===== src/rtl/runway_scheduler.sv =====
// Runway scheduler: queues requests in a small FIFO and grants them to runway A or B; optional RUNWAY_EMERGENCY_EN adds req_emerg head-insert.
// Latency: a request accepted on edge N is granted on edge N+1 when a runway is free; all outputs are registered.
// Backpressure: req_ready = (q_count < QDEPTH) from registered count, no push-through when full; head waits while both runways are occupied.
module runway_scheduler #(
  parameter int OCC_CYCLES = 15,
  parameter int QDEPTH     = 4
) (
  input  logic                     clk,
  input  logic                     rst_n,
  input  logic                     req_valid,
  output logic                     req_ready,
  input  logic [1:0]               req_dir,
  input  logic [3:0]               req_id,
`ifdef RUNWAY_EMERGENCY_EN
  input  logic                     req_emerg,
`endif
  output logic                     grant_valid,
  output logic                     grant_runway,
  output logic [3:0]               grant_id,
  output logic [3:0]               grant_code,
  output logic                     busy_a,
  output logic                     busy_b,
  output logic [$clog2(QDEPTH):0]  q_count
);

  localparam int                AW       = $clog2(QDEPTH);
  localparam logic [AW:0]       DEPTH_C  = (AW+1)'(QDEPTH);
  localparam logic [7:0]        OCC_LOAD = 8'(OCC_CYCLES - 1);
  localparam logic [3:0]        CODE_A    = 4'b1010;
  localparam logic [3:0]        CODE_B    = 4'b1011;
  localparam logic [3:0]        CODE_HOLD = 4'b1101;
  localparam logic [3:0]        CODE_IDLE = 4'b0000;

  typedef enum logic { RW_FREE = 1'b0, RW_OCC = 1'b1 } rw_state_e;

  // Only the preferred runway is needed downstream, so it is resolved at push time.
  typedef struct packed {
    logic       pref_b;
    logic [3:0] id;
  } entry_t;

  entry_t      mem_q [QDEPTH];
  logic [AW-1:0] rd_ptr_q, rd_ptr_d, wr_ptr_q, wr_ptr_d, wr_addr;
  logic [AW:0]   count_q, count_d;
  rw_state_e     st_q [2];
  rw_state_e     st_d [2];
  logic [7:0]    cnt_q [2];
  logic [7:0]    cnt_d [2];
  logic          gv_q, gv_d, grw_q, grw_d;
  logic [3:0]    gid_q, gid_d, code_q, code_d;

  logic   push, pop, emerg, in_pref_b, free_a, free_b, sel_b;
  logic [1:0] gnt;
  entry_t head, in_entry;

  assign req_ready = (count_q < DEPTH_C);
  assign push      = req_valid && req_ready;
  assign head      = mem_q[rd_ptr_q];
  assign free_a    = (st_q[0] == RW_FREE);
  assign free_b    = (st_q[1] == RW_FREE);
  assign pop       = (count_q != '0) && (free_a || free_b);
  // Preferred runway when free, otherwise whichever one is free.
  assign sel_b     = head.pref_b ? free_b : !free_a;
  assign gnt       = pop ? (sel_b ? 2'b10 : 2'b01) : 2'b00;
`ifdef RUNWAY_EMERGENCY_EN
  assign emerg     = req_emerg;
`else
  assign emerg     = 1'b0;
`endif

  // Heading class to preferred runway: 00/10 prefer B, 01/11 prefer A.
  always_comb begin
    in_pref_b = 1'b0;
    case (req_dir)
      2'b00, 2'b10: in_pref_b = 1'b1;
      default:      in_pref_b = 1'b0;
    endcase
    in_entry = '{pref_b: in_pref_b, id: req_id};
  end

  // FIFO pointer/count next state; emergency pushes go in just ahead of the (post-pop) head.
  always_comb begin
    rd_ptr_d = rd_ptr_q;
    wr_ptr_d = wr_ptr_q;
    wr_addr  = wr_ptr_q;
    count_d  = count_q;
    if (pop) rd_ptr_d = rd_ptr_q + 1'b1;
    if (push) begin
      if (emerg) begin
        rd_ptr_d = rd_ptr_d - 1'b1;
        wr_addr  = rd_ptr_d;
      end else begin
        wr_ptr_d = wr_ptr_q + 1'b1;
      end
    end
    case ({push, pop})
      2'b10:   count_d = count_q + 1'b1;
      2'b01:   count_d = count_q - 1'b1;
      default: count_d = count_q;
    endcase
  end

  // Per-runway occupancy FSM: grant loads OCC_CYCLES-1, count down, free after reaching 0.
  always_comb begin
    for (int i = 0; i < 2; i++) begin
      st_d[i]  = st_q[i];
      cnt_d[i] = cnt_q[i];
      case (st_q[i])
        RW_FREE: if (gnt[i]) begin
          st_d[i]  = RW_OCC;
          cnt_d[i] = OCC_LOAD;
        end
        RW_OCC: begin
          if (cnt_q[i] == 8'd0) st_d[i] = RW_FREE;
          else                  cnt_d[i] = cnt_q[i] - 8'd1;
        end
        default: st_d[i] = RW_FREE;
      endcase
    end
  end

  // Grant outputs and tower code; runway/id hold their last value between grants.
  always_comb begin
    gv_d   = pop;
    grw_d  = grw_q;
    gid_d  = gid_q;
    code_d = CODE_IDLE;
    if (pop) begin
      grw_d  = sel_b;
      gid_d  = head.id;
      code_d = sel_b ? CODE_B : CODE_A;
    end else if ((count_q != '0) && !free_a && !free_b) begin
      code_d = CODE_HOLD;
    end
  end

  // Control state with asynchronous clear.
  always_ff @(posedge clk or negedge rst_n) begin
    if (!rst_n) begin
      rd_ptr_q <= '0;
      wr_ptr_q <= '0;
      count_q  <= '0;
      for (int i = 0; i < 2; i++) begin
        st_q[i]  <= RW_FREE;
        cnt_q[i] <= 8'd0;
      end
      gv_q   <= 1'b0;
      grw_q  <= 1'b0;
      gid_q  <= 4'd0;
      code_q <= CODE_IDLE;
    end else begin
      rd_ptr_q <= rd_ptr_d;
      wr_ptr_q <= wr_ptr_d;
      count_q  <= count_d;
      for (int i = 0; i < 2; i++) begin
        st_q[i]  <= st_d[i];
        cnt_q[i] <= cnt_d[i];
      end
      gv_q   <= gv_d;
      grw_q  <= grw_d;
      gid_q  <= gid_d;
      code_q <= code_d;
    end
  end

  // Storage array carries no reset; entries are only read while counted valid.
  always_ff @(posedge clk) begin
    if (push) mem_q[wr_addr] <= in_entry;
  end

  assign grant_valid  = gv_q;
  assign grant_runway = grw_q;
  assign grant_id     = gid_q;
  assign grant_code   = code_q;
  assign busy_a       = (st_q[0] == RW_OCC);
  assign busy_b       = (st_q[1] == RW_OCC);
  assign q_count      = count_q;

endmodule


===== config.mk =====
export PLATFORM = sky130hd
export DESIGN_NAME = runway_scheduler
export DESIGN_NICKNAME = d
export VERILOG_FILES = /design/src/rtl/runway_scheduler.sv
export SDC_FILE = /design/constraint.sdc
export NUM_CORES = 1
export LEC_CHECK = 0
export CAP_MARGIN = 25
export CORE_MARGIN = 1.5
export CORE_UTILIZATION = 55
export CTS_BUF_LIST = sky130_fd_sc_hd__clkbuf_8
export DETAILED_ROUTE_END_ITERATION = 8
export HOLD_SLACK_MARGIN = 0.02
export PLACE_DENSITY = 0.78
export SLEW_MARGIN = 20
export SYNTH_ARGS = -nofsm -noshare
export SYNTH_HDL_FRONTEND = slang
export SYNTH_SLANG_ARGS = --single-unit

===== constraint.sdc =====
create_clock -name clk -period 4.4 [get_ports clk]
set_clock_uncertainty 0.15 [all_clocks]
set_input_delay 0.88 -clock clk [delete_from_list [all_inputs] [get_ports clk]]
set_output_delay 0.88 -clock clk [all_outputs]
set_load 0.005 [all_outputs]

==> results of run 1 <==
## logic make-up (layout without fill, tap and decap cells)
group / count (synthesis) / count (layout) / synth area share [%]
fa+ha+maj: 10 / 10 / 5.41
xor+xnor: 6 / 6 / 2.14
flops: 54 / 54 / 59.2
compound gates: 30 / 30 / 9.70
buf+inv: 25 / 51 / 4.44
mux: 8 / 8 / 5.87
simple gates: 64 / 64 / 13.2
## worst min-delay path by stage
stage | start | end | slack (ns) | cells past startpoint
2_1_floorplan | grant_id[0]$_DFFE_PN0P_ | grant_id[0]$_DFFE_PN0P_ | 0.32 | 2
3_3_place_gp | grant_runway$_DFFE_PN0P_ | grant_runway$_DFFE_PN0P_ | 0.34 | 2
3_5_place_dp | grant_id[1]$_DFFE_PN0P_ | grant_id[1]$_DFFE_PN0P_ | 0.33 | 2
4_1_cts | grant_id[1]$_DFFE_PN0P_ | grant_id[1]$_DFFE_PN0P_ | 0.35 | 2
5_1_grt | grant_id[1]$_DFFE_PN0P_ | grant_id[1]$_DFFE_PN0P_ | 0.38 | 2
6_report | grant_id[1]$_DFFE_PN0P_ | grant_id[1]$_DFFE_PN0P_ | 0.34 | 2
## per-layer routing
metal  share of wire [%]  track usage, %  vias up  routed length (µm)
met5                   0               0        -                   0
met3                 3.0            4.51        4                 112
li1                    -               -      734                   -
met1                  46            23.6      719                1710
met2                  50            28.1       24                1890
met4                 1.0            6.41        0                  39
## stage by stage
stage	hold slack (ns)	cell area (µm²)	worst slack, ns	std cells	util (%)
after global routing	0.384	2800	1.62	275	64.7
final	0.341	2800	1.82	275	64.7
after CTS	0.351	2800	1.82	275	64.7
after global placement	0.337	2720	1.55	267	62.8
after detailed placement	0.329	2720	1.51	267	62.8
after floorplan	0.320	2450	2.03	197	-
## final cells by class
class | count | area, µm²
timing repair buffer | 24 | 238
fill | 356 | 1530
sequential | 54 | 1450
multi-input combinational | 118 | 891
clock buffer | 5 | 68.8
clock inverter | 3 | 11.3
tap | 52 | 65.1
inverter | 19 | 71.3
## worst max-delay path, stage by stage
cell             delay [ns]
clkdlybuf4s50_1        0.45
nor2b_1                0.39
inv_1                  0.09
ha_1                   0.21
inv_1                  0.07
fa_1                   0.17
xor2_1                 0.16
nor2_1                 0.07
xnor2_1                0.12
## flip-flops by register name, summed over array words and instances (netlist names)
| signal | flops |
|---|---|
| busy_a | 1 |
| grant_id | 4 |
| grant_code | 4 |
| cnt_q | 16 |
| busy_b | 1 |
| q_count | 3 |
| grant_runway | 1 |
| mem_q | 20 |
| rd_ptr_q | 2 |
| wr_ptr_q | 2 |
## cells in the mapped netlist (all sizes together) (2+ instances only)
| cell type | n | share of area [%] |
|---|---|---|
| inv | 19 | 2.9 |
| clkbuf | 3 | 0.46 |
| a2bb2oi | 2 | 0.97 |
| ha | 9 | 4.6 |
| o31ai | 3 | 0.92 |
| edfxtp | 20 | 25 |
| or3 | 2 | 0.51 |
| or4 | 4 | 1.4 |
| o211ai | 2 | 1.2 |
| nor4b | 2 | 0.71 |
| xnor2 | 5 | 1.8 |
| buf | 3 | 1.1 |
| nor2b | 2 | 0.51 |
| nand2 | 24 | 3.8 |
| a21oi | 5 | 1.0 |
| nand3 | 8 | 1.6 |
| mux4 | 5 | 4.6 |
| mux2i | 2 | 0.82 |
| and2 | 4 | 1.0 |
| nor2 | 12 | 1.8 |
| nor3 | 3 | 0.82 |
| dfrtp | 34 | 35 |
| o21ai | 11 | 2.2 |
## power groups by stage
stage                     Combinational [µW]  Sequential [µW]  Clock (µW)
after floorplan                          588              813           0
after global placement                   753              871           0
after detailed placement                 780              875           0
after CTS                                782              866         260
after global routing                     874              894         281
final                                    768              863         247
==> results list, run 1 <==
- The final critical path takes up about three fifths of the cycle.
- Measured along the x axis, the die boundary spans between 60 and 70 µm.
- CTS tree: yes
- Summing the sequential cell areas from Yosys gives 59.2% of the chip area.
- Leading cell type in the layout, fill and taps excluded: dfrtp_1
* Commonest cells after routing, fill and taps aside: dfrtp_1 (34), nand2_1 (23), clkdlybuf4s50_1 (23)
- Max-slew violation total from the final report: 0
* Avg Inst Size Synth: 12.4 µm²
- Synth Warn #: 0
* FF-to-FF setup slack: ~1.9 ns
- Proportion of power drawn by the clock network: 13.2%
- For this design the static power due to leakage is 0.00115 µW.
- Die area: 0.00487 mm²
- Of all flip-flops after synthesis, the portion carrying an async set or reset was between 60% and 70%.
- Critical Path Source Type: input pin
- Crit-path max FO: 8
- Clock latency on the worst-skew pair: 0.29 ns
- Classification of the worst-slack hold path: reg2reg
* H-tree levels: 2
- Gr ovfl total: 0
- Post-CTS setup buffers: 0
- CP endpoint kind: register
- Via count of the first global-routing pass: 1432
* DRC violation count after routing: 0
- Top flip-flop cell by instance count after synthesis: dfrtp_1
- Data required, critical path: 4.43 ns
- In this run the clock root is driven by a clkbuf_8.
- Setup violations remaining at the end of the flow were counted as 0.
- The count of nets left with antenna violations once routing finished came out at 0.
- Part of the total power dissipated in combinational logic: 40.9%
* Placer's final routability congestion estimate: 0.810
- The first global-routing pass estimated 6610 µm of wire.
- Final-layout setup total negative slack: 0 ns
* Layout cells sized above 1: 8.97%
- Post-CTS repair changed the size of 0 cells.
- The internal portion of the total power is 1200 µW.
* Maximum frequency from static timing analysis: 388 MHz
- Worst slew pin tran: 0.605 ns
- VDD sags by at most 0.296 mV.
* Vertical die dimension: 69.8 µm
* Antenna Diode Count: 0
- Number of library cell types mapped by synthesis: 43
* Total wire length: 3760 µm
* Power density normalized to cell area: 672 mW/mm²
- The count of buffers added on input and output ports is 23.
- The floorplan has 24 rows.
* Number of enable-type register cells in the synthesized netlist: 20
- Post-layout power: 1880 µW
* Cell area after technology mapping: 0.00245 mm²
- Clock net sink count: 54
- The core region is around 0.0043 mm².
- FF-to-FF End: q_count[2]$_DFFE_PN0P_
- Remaining max-slew budget at the tightest pin: 59.5%
- Data arrival time of the critical path: ~2.6 ns
* Avg Vias per Cell: 5.39
* Post-detailed-placement half-perimeter wirelength: 2770 µm
- The critical path in this run is classified as in2reg.
- Setup repair after global routing left no endpoint under its margin.
* Net switching component of the power: 678 µW
- For this design, the CTS-stage hold fixing added 0 buffers.
- Flip-flop and latch count after synthesis: 54
- Antenna violations before repair: 0
- Fraction of power spent switching nets: 36.1%
- Of the total power, registers draw 46.0%.
* Final hold violation count: 0
- TritonCTS created 5 clock buffers.
- Number of instances in the synthesized netlist: 197
- Detailed routing inserted a total of 1481 vias.
* Count of cells along the worst register-to-register path: 10
- The critical path ends at q_count[2]$_DFFE_PN0P_.
* Launching instance or port of the critical path: req_valid
- Minimum clock period after layout: between 2 and 3 ns
* IO Pins: 25
* Maximum clock insertion buffer count: 2
- The startpoint identified for the worst register-to-register timing path is q_count[1]$_DFFE_PN0P_.
- Compared with the post-synthesis result, the final layout area differs by 14.1%.
* Initial cell density of the core: 56.7%
- Clock-pin slew was measured on the worst setup and hold paths at 0.09 ns.
* Routed length per placed instance: 13.7 µm
* Starting DRC count in detailed routing: 115
- First drt pass iteration count: 4
* Number of nets produced by synthesis: roughly 220
* Max-cap viol count: 0
* Run status: complete, no violations
- Global routing used 17.6% of the available tracks across all layers.
* Nets: about 240
- Entering global routing, the biggest net connects 35 pins.
(Power assumes the default switching activity.)
==> run 2, diff against run 1 <==
==> constraint.sdc (replaced) <==
create_clock -name clk -period 2.47 [get_ports clk]
set_clock_uncertainty 0.15 [all_clocks]
set_input_delay 0.494 -clock clk [delete_from_list [all_inputs] [get_ports clk]]
set_output_delay 0.494 -clock clk [all_outputs]
set_load 0.005 [all_outputs]
==> run 2 against run 1 <==
Global-route usage grew 1.0 points. Final cell count grew 2.5%. Register-to-register slack lost 1.6 ns. Sequential power grew 73%. Die area is the same.
==> results list, run 2 (synthesized netlist as in run 1, its figures left out) <==
- Run status: complete, no violations
* CTS tree: yes
- Placed standard-cell area: roughly 0.0028 mm²
- Cell leakage power: 0.00119 µW
- Max-slew violation total from the final report: 0
* Number of standard-cell rows in the floorplan: 24
- Nets: 248
* Data required, critical path: 2.55 ns
- Avg Vias per Cell: 5.40
- The repair_antennas step left the layout with diodes totalling 0.
- The top cell types in the final layout, fill and taps aside, are dfrtp_1 (34), clkdlybuf4s50_1 (23), nand2_1 (22).
- The number of buffers and inverters on the critical path is 3.
- The worst register-to-register path begins at q_count[0]$_DFFE_PN0P_.
* Remaining max-slew budget at the tightest pin: between 50% and 60%
* Maximum frequency from static timing analysis: 451 MHz
- The number of global-route vias before repair came to 1491.
- For the pin with the worst max-slew slack, the measured transition is 0.636 ns.
* Max-cap viol count: 0
* Crit-path max FO: 7
* Data arrival time of the critical path: 2.29 ns
- Clock latency on the worst-skew pair: 0.30 ns
- The initial antenna violation count came to 0.
- In this run the worst setup path begins at q_count[0]$_DFFE_PN0P_.
- After detailed routing, the number of remaining DRC violations is 0.
- The register with the most flip-flops in the layout has 20 of them.
- The final number of hold-violating endpoints came to 0.
- Hold Path Origin: grant_id[3]$_DFFE_PN0P_
- Maximum number of pins on one net before global-route repair: 35
* CP endpoint kind: register
- Setup violations, final: 0
* Leading cell type in the layout, fill and taps excluded: dfrtp_1
* Final standard cell area without fillers: 0.00288 mm²
* Slowest library cell on the worst path: dfrtp_1
- Post-route non-filler standard cell count: ~280
- The tree built by TritonCTS fans out to 54 sinks.
- Die X-Extent: 69.8 µm
- Placed Cells: 274
- More flip-flops sit in one register than any other, and that register is mem_q.
* Layout cells sized above 1: 13.9%
- In this run the deepest clock path goes through 2 buffers.
* Classification of the worst-slack hold path: reg2reg
* Overall global routing resource usage: 18.6%
- Area added between synthesis and finish: 17.5%
- List of cells traversed by the critical path: nor3_2 -> inv_1 -> nand2_2 -> inv_2 -> ha_1 -> inv_1 -> fa_1 -> xor2_1 -> nor2_1 -> xnor2_1
* Vertical die dimension: about 70 µm
- First drt pass iteration count: 4
- The H-tree was split into 2 levels.
* Longest individual stage delay on the worst path: between 0.4 and 0.5 ns
* Die area: 0.00487 mm²
- The largest registers in the layout are mem_q (20), cnt_q (16).
- Family with the most delay on the worst path: adder cells
* Post-CTS setup buffers: 0
* IO Pins: 25
- Setup repair after global routing left no endpoint under its margin.
- The worst setup path is launched from a register.
- Routed length per placed instance: between 10 and 15 µm
* Cell at the root of the clock tree: clkbuf_8
- For this block, the initial DRC count from the detailed router was 66.
- For this design the ratio of total power to cell area is 1250 mW/mm².
- Buffers on Ports: 23
- Total wire length: 3970 µm
- Post-detailed-placement half-perimeter wirelength: between 2000 and 3000 µm
- VDD sags by at most 0.592 mV.
- The total overflow left after global routing is 0.
- First-pass GRT wire length: slightly below 7000 µm
* Area of the core: 0.00432 mm²
- Clock transition at the registers of the reported paths: 0.09 ns
* Antenna Violating Nets Remaining: 0
- Final-layout setup total negative slack: 0 ns
- Once the floorplan was initialized, standard cells occupied 56.7% of the core.
- TritonCTS Buffers: 5
- Subtracting the final worst setup slack from the clock period gives 2.22 ns.
- After layout, the worst path uses 89.7% of the clock period.
- The cell that appears most often on the critical path is inv_1.
- Worst setup path category: reg2reg
* Placer's final routability congestion estimate: approximately 0.78
- For this block, the via count after detailed routing is roughly 1.5k.
==> run 2: layout make-up <==
type                            instances  area, µm²
Multi-Input combinational cell        118        893
Timing Repair Buffer                   31        290
Tap cell                               52       65.1
Fill cell                             339       1440
Sequential cell                        54       1450
Clock buffer                            5       68.8
Inverter                               19       71.3
Clock inverter                          3       40.0
==> run 2: stage by stage <==
step	hold slack [ns]	setup slack, ns	utilization [%]	total power (µW)
6_report	0.347	0.254	66.6	3590
5_1_grt	0.373	0.0888	66.6	3880
2_1_floorplan	0.0484	0.262	-	2490
4_1_cts	0.354	0.111	66.6	3620
3_3_place_gp	0.342	0.197	64.0	2970
3_5_place_dp	0.333	0.136	64.0	3040
==> run 2: path summary, 6_finish.rpt <==
kind / endpoint / depth (start not counted) / slack, ns
setup / recovery: q_count[2]$_DFFE_PN0P_ / 10 / 0.25
hold / removal: grant_id[3]$_DFFE_PN0P_ / 2 / 0.35
setup reg to reg: q_count[2]$_DFFE_PN0P_ / 10 / 0.25
hold reg to reg: grant_id[3]$_DFFE_PN0P_ / 2 / 0.35
max in group asynchronous: cnt_q[12]$_DFFE_PN0P_ / 2 / 1.43
min in group asynchronous: cnt_q[3]$_DFFE_PN0P_ / 2 / 0.43
==> run 2: metal layers <==
metal | vias up | share of wire [%] | GRT usage [%]
li1 | 757 | - | -
met1 | 734 | 45 | 24.7
met2 | 26 | 50 | 30.2
met3 | 6 | 3.9 | 5.23
met4 | 0 | 1.4 | 5.77
met5 | - | 0 | 0
==> run 2: report_power, final <==
part | internal [µW] | total [µW] | leakage (µW) | switching [µW]
Sequential | 1250 | 1490 | 0.000586 | 240
Combinational | 768 | 1530 | 0.000542 | 765
Clock | 298 | 571 | 0.0000579 | 273
==> run 2: repair_timing <==
item / 4_1_cts / 5_1_grt
endpoints found under the setup margin: 0 / 1
resized for setup: 0 / 2
hold buffers: 0 / 0
==> run 2: worst register-to-register path, stage by stage, from the launching register on <==
cell	delay, ns
dfrtp_1	0.43
nor3_2	0.08
inv_1	0.16
nand2_2	0.14
inv_2	0.15
ha_1	0.20
inv_1	0.06
fa_1	0.38
xor2_1	0.15
nor2_1	0.11
xnor2_1	0.13
==> run 3, diff against run 2 <==
--- a/config.mk
+++ b/config.mk
@@ -8,7 +8,7 @@
 export CAP_MARGIN = 25
 export CORE_MARGIN = 1.5
 export CORE_UTILIZATION = 55
-export CTS_BUF_LIST = sky130_fd_sc_hd__clkbuf_8
+export CTS_BUF_LIST = sky130_fd_sc_hd__clkbuf_16
 export DETAILED_ROUTE_END_ITERATION = 8
 export HOLD_SLACK_MARGIN = 0.02
 export PLACE_DENSITY = 0.78
==> run 3 against run 2 <==
Total power is 6.1% higher. Core utilization is 1.3 points higher. Global-route usage is 0.50 points higher. Critical path type unchanged. Final cell count unchanged. Flip-flop and latch count unchanged.
==> results list, run 3 (synthesized netlist as in run 1, its figures left out) <==
- Once layout is complete, the cells apart from fillers number 282.
- The detailed router placed 1552 vias in this run.
- Overall global routing resource usage: 19.1%
* Cell leakage power: 0.00121 µW
- Worst slew pin tran: 0.637 ns
* Max-slew violation total from the final report: 0
- Data arrival time of the critical path: 2.28 ns
- Initial cell density of the core: 56.7%
- Via count of the first global-routing pass: 1501
- DRC violation count after routing: 0
- Largest registers in the final layout: mem_q (20), cnt_q (16)
- At the worst endpoint, the required time is 2.53 ns.
- Fraction of power spent switching nets: roughly a third
- Resize count post-CTS: 0
- The initialized floorplan defines 24 standard-cell rows.
- Max-cap viol count: 0
- Antenna Diode Count: 0
* Area added between synthesis and finish: 19.8%
* Placed Cells: 274
- Along the worst path, the maximum fanout reaches 7.
- In this run the tightest slew margin relative to its limit is 57.4%.
- Maximum clock insertion buffer count: 2
- Avg Vias per Cell: 5.50
* Unrepaired setup endpoints after global routing: false
- First drt pass iteration count: 4
- VDD sags by at most roughly 0.7 mV.
* FF-to-FF setup slack: between 0.2 and 0.3 ns
- Gr ovfl total: 0
- Leaving out fill and tap cells, the most frequent cell in the layout is dfrtp_1.
- Part of the power in registers: between 30% and 40%
- The final number of hold-violating endpoints was 0.
- The first routing iteration left 87 violations.
- The die is 69.8 µm tall.
* Post-CTS setup buffers: 0
* Commonest cells after routing, fill and taps aside: dfrtp_1 (34), clkdlybuf4s50_1 (23), nand2_1 (22)
* Critical Path Source Type: register
- Clock net sink count: 54
* Internal cell power: 2490 µW
- Buffers inserted to repair hold after CTS numbered 0.
* Run status: complete, no violations
- The share of total power dissipated in combinational logic is between 40% and 50%.
- Classification of the worst-slack hold path: reg2reg
- Worst setup path category: reg2reg
* Setup violations, final: 0
- Routed length per placed instance: 14.7 µm
- The register with the most flip-flops in the layout has 20 of them.
- Post-detailed-placement half-perimeter wirelength: 2830 µm
- Maximum frequency from static timing analysis: 450 MHz
- The H-tree was split into 2 levels.
- Setup total negative slack on the finished layout was measured at 0 ns.
- Clock transition at the registers of the reported paths: ~0.06 ns
- Buffers on Ports: 23
- Antenna Violating Nets Remaining: 0
- Die area: 0.00487 mm²
* Clock latency on the worst-skew pair: 0.29 ns
- The number of cells on the worst reg-to-reg path is 10.
* TritonCTS Buffers: 5
- Total wire length: 4130 µm
* Antenna violations before repair: 0
* Number of inserted filler cells in the final layout: 331
* Minimum clock period after layout: 2.22 ns
- From left edge to right edge, the die measures around 70 µm.
- Cells fill 67.9% of the core in the end.
- Layout cells sized above 1: 13.9%
- Pin placement for this block handled 25 I/O pins.
- Entering global routing, the biggest net connects 35 pins.
* Placer's final routability congestion estimate: 0.785
* Area of the core: 0.00432 mm²
- The worst hold path passes through 2 cells.
* Nets: 248
* CTS tree: yes
- CP endpoint kind: register
* Net switching component of the power: approximately 1300 µW
- CTS placed an instance of clkbuf_16 at the clock tree root.
* Power density normalized to cell area: between 1000 and 1500 mW/mm²
- The clock network accounts for between 20% and 30% of the total power.
* First-pass GRT wire length: 7080 µm
* Tcrit/Tclk final: 89.9%
- Register name with the most flops: mem_q
[run 3: power by group through the flow]
stage          registers (µW)  clock network (µW)  logic, µW
3_3_place_gp             1500                   0       1470
5_1_grt                  1540                 817       1730
4_1_cts                  1490                 790       1550
3_5_place_dp             1510                   0       1530
2_1_floorplan            1450                   0       1050
6_report                 1490                 772       1550
[run 3: layout make-up]
| type | count | area [µm²] | share of cell area (%) |
|---|---|---|---|
| multi-input cells | 118 | 893 | 30.4 |
| repair buffers | 31 | 290 | 9.88 |
| clock buffers | 5 | 125 | 4.26 |
| inverters | 19 | 71.3 | 2.43 |
| flip-flops and latches | 54 | 1450 | 49.4 |
| well taps | 52 | 65.1 | 2.22 |
| clock inverters | 3 | 40.0 | 1.36 |
[run 3: worst paths after layout]
path	to	startpoint
min in group asynchronous	cnt_q[3]$_DFFE_PN0P_	rst_n
max reg2reg	q_count[2]$_DFFE_PN0P_	q_count[0]$_DFFE_PN0P_
min reg2reg	grant_id[3]$_DFFE_PN0P_	grant_id[3]$_DFFE_PN0P_
max in group asynchronous	cnt_q[15]$_DFFE_PN0P_	rst_n
max	q_count[2]$_DFFE_PN0P_	q_count[0]$_DFFE_PN0P_
min	grant_id[3]$_DFFE_PN0P_	grant_id[3]$_DFFE_PN0P_
[run 3: per-stage QoR]
step           total power, µW  area (µm²)  setup WS, ns  hold WS [ns]
2_1_floorplan             2490        2450         0.262        0.0484
3_3_place_gp              2970        2770         0.197         0.342
3_5_place_dp              3040        2770         0.136         0.333
4_1_cts                   3830        2930        0.0955         0.348
5_1_grt                   4090        2940        0.0751         0.366
6_report                  3810        2940         0.250         0.342
[run 3: critical path, stage by stage (launching register included)]
cell and delay, ns:
dfrtp_1 0.42, nor3_2 0.08, inv_1 0.17, nand2_2 0.15
inv_2 0.15, ha_1 0.20, inv_1 0.06, fa_1 0.38
xor2_1 0.15, nor2_1 0.11, xnor2_1 0.13
[run 3: per-layer routing]
layer  global-route usage [%]  part of all wire, %  vias to the layer above
met3                     5.23                  3.9                        7
met1                     24.8                   44                      756
met4                     6.41                  1.6                        0
met2                     31.5                   51                       29
li1                         -                    -                      760
met5                        0                    0                        -
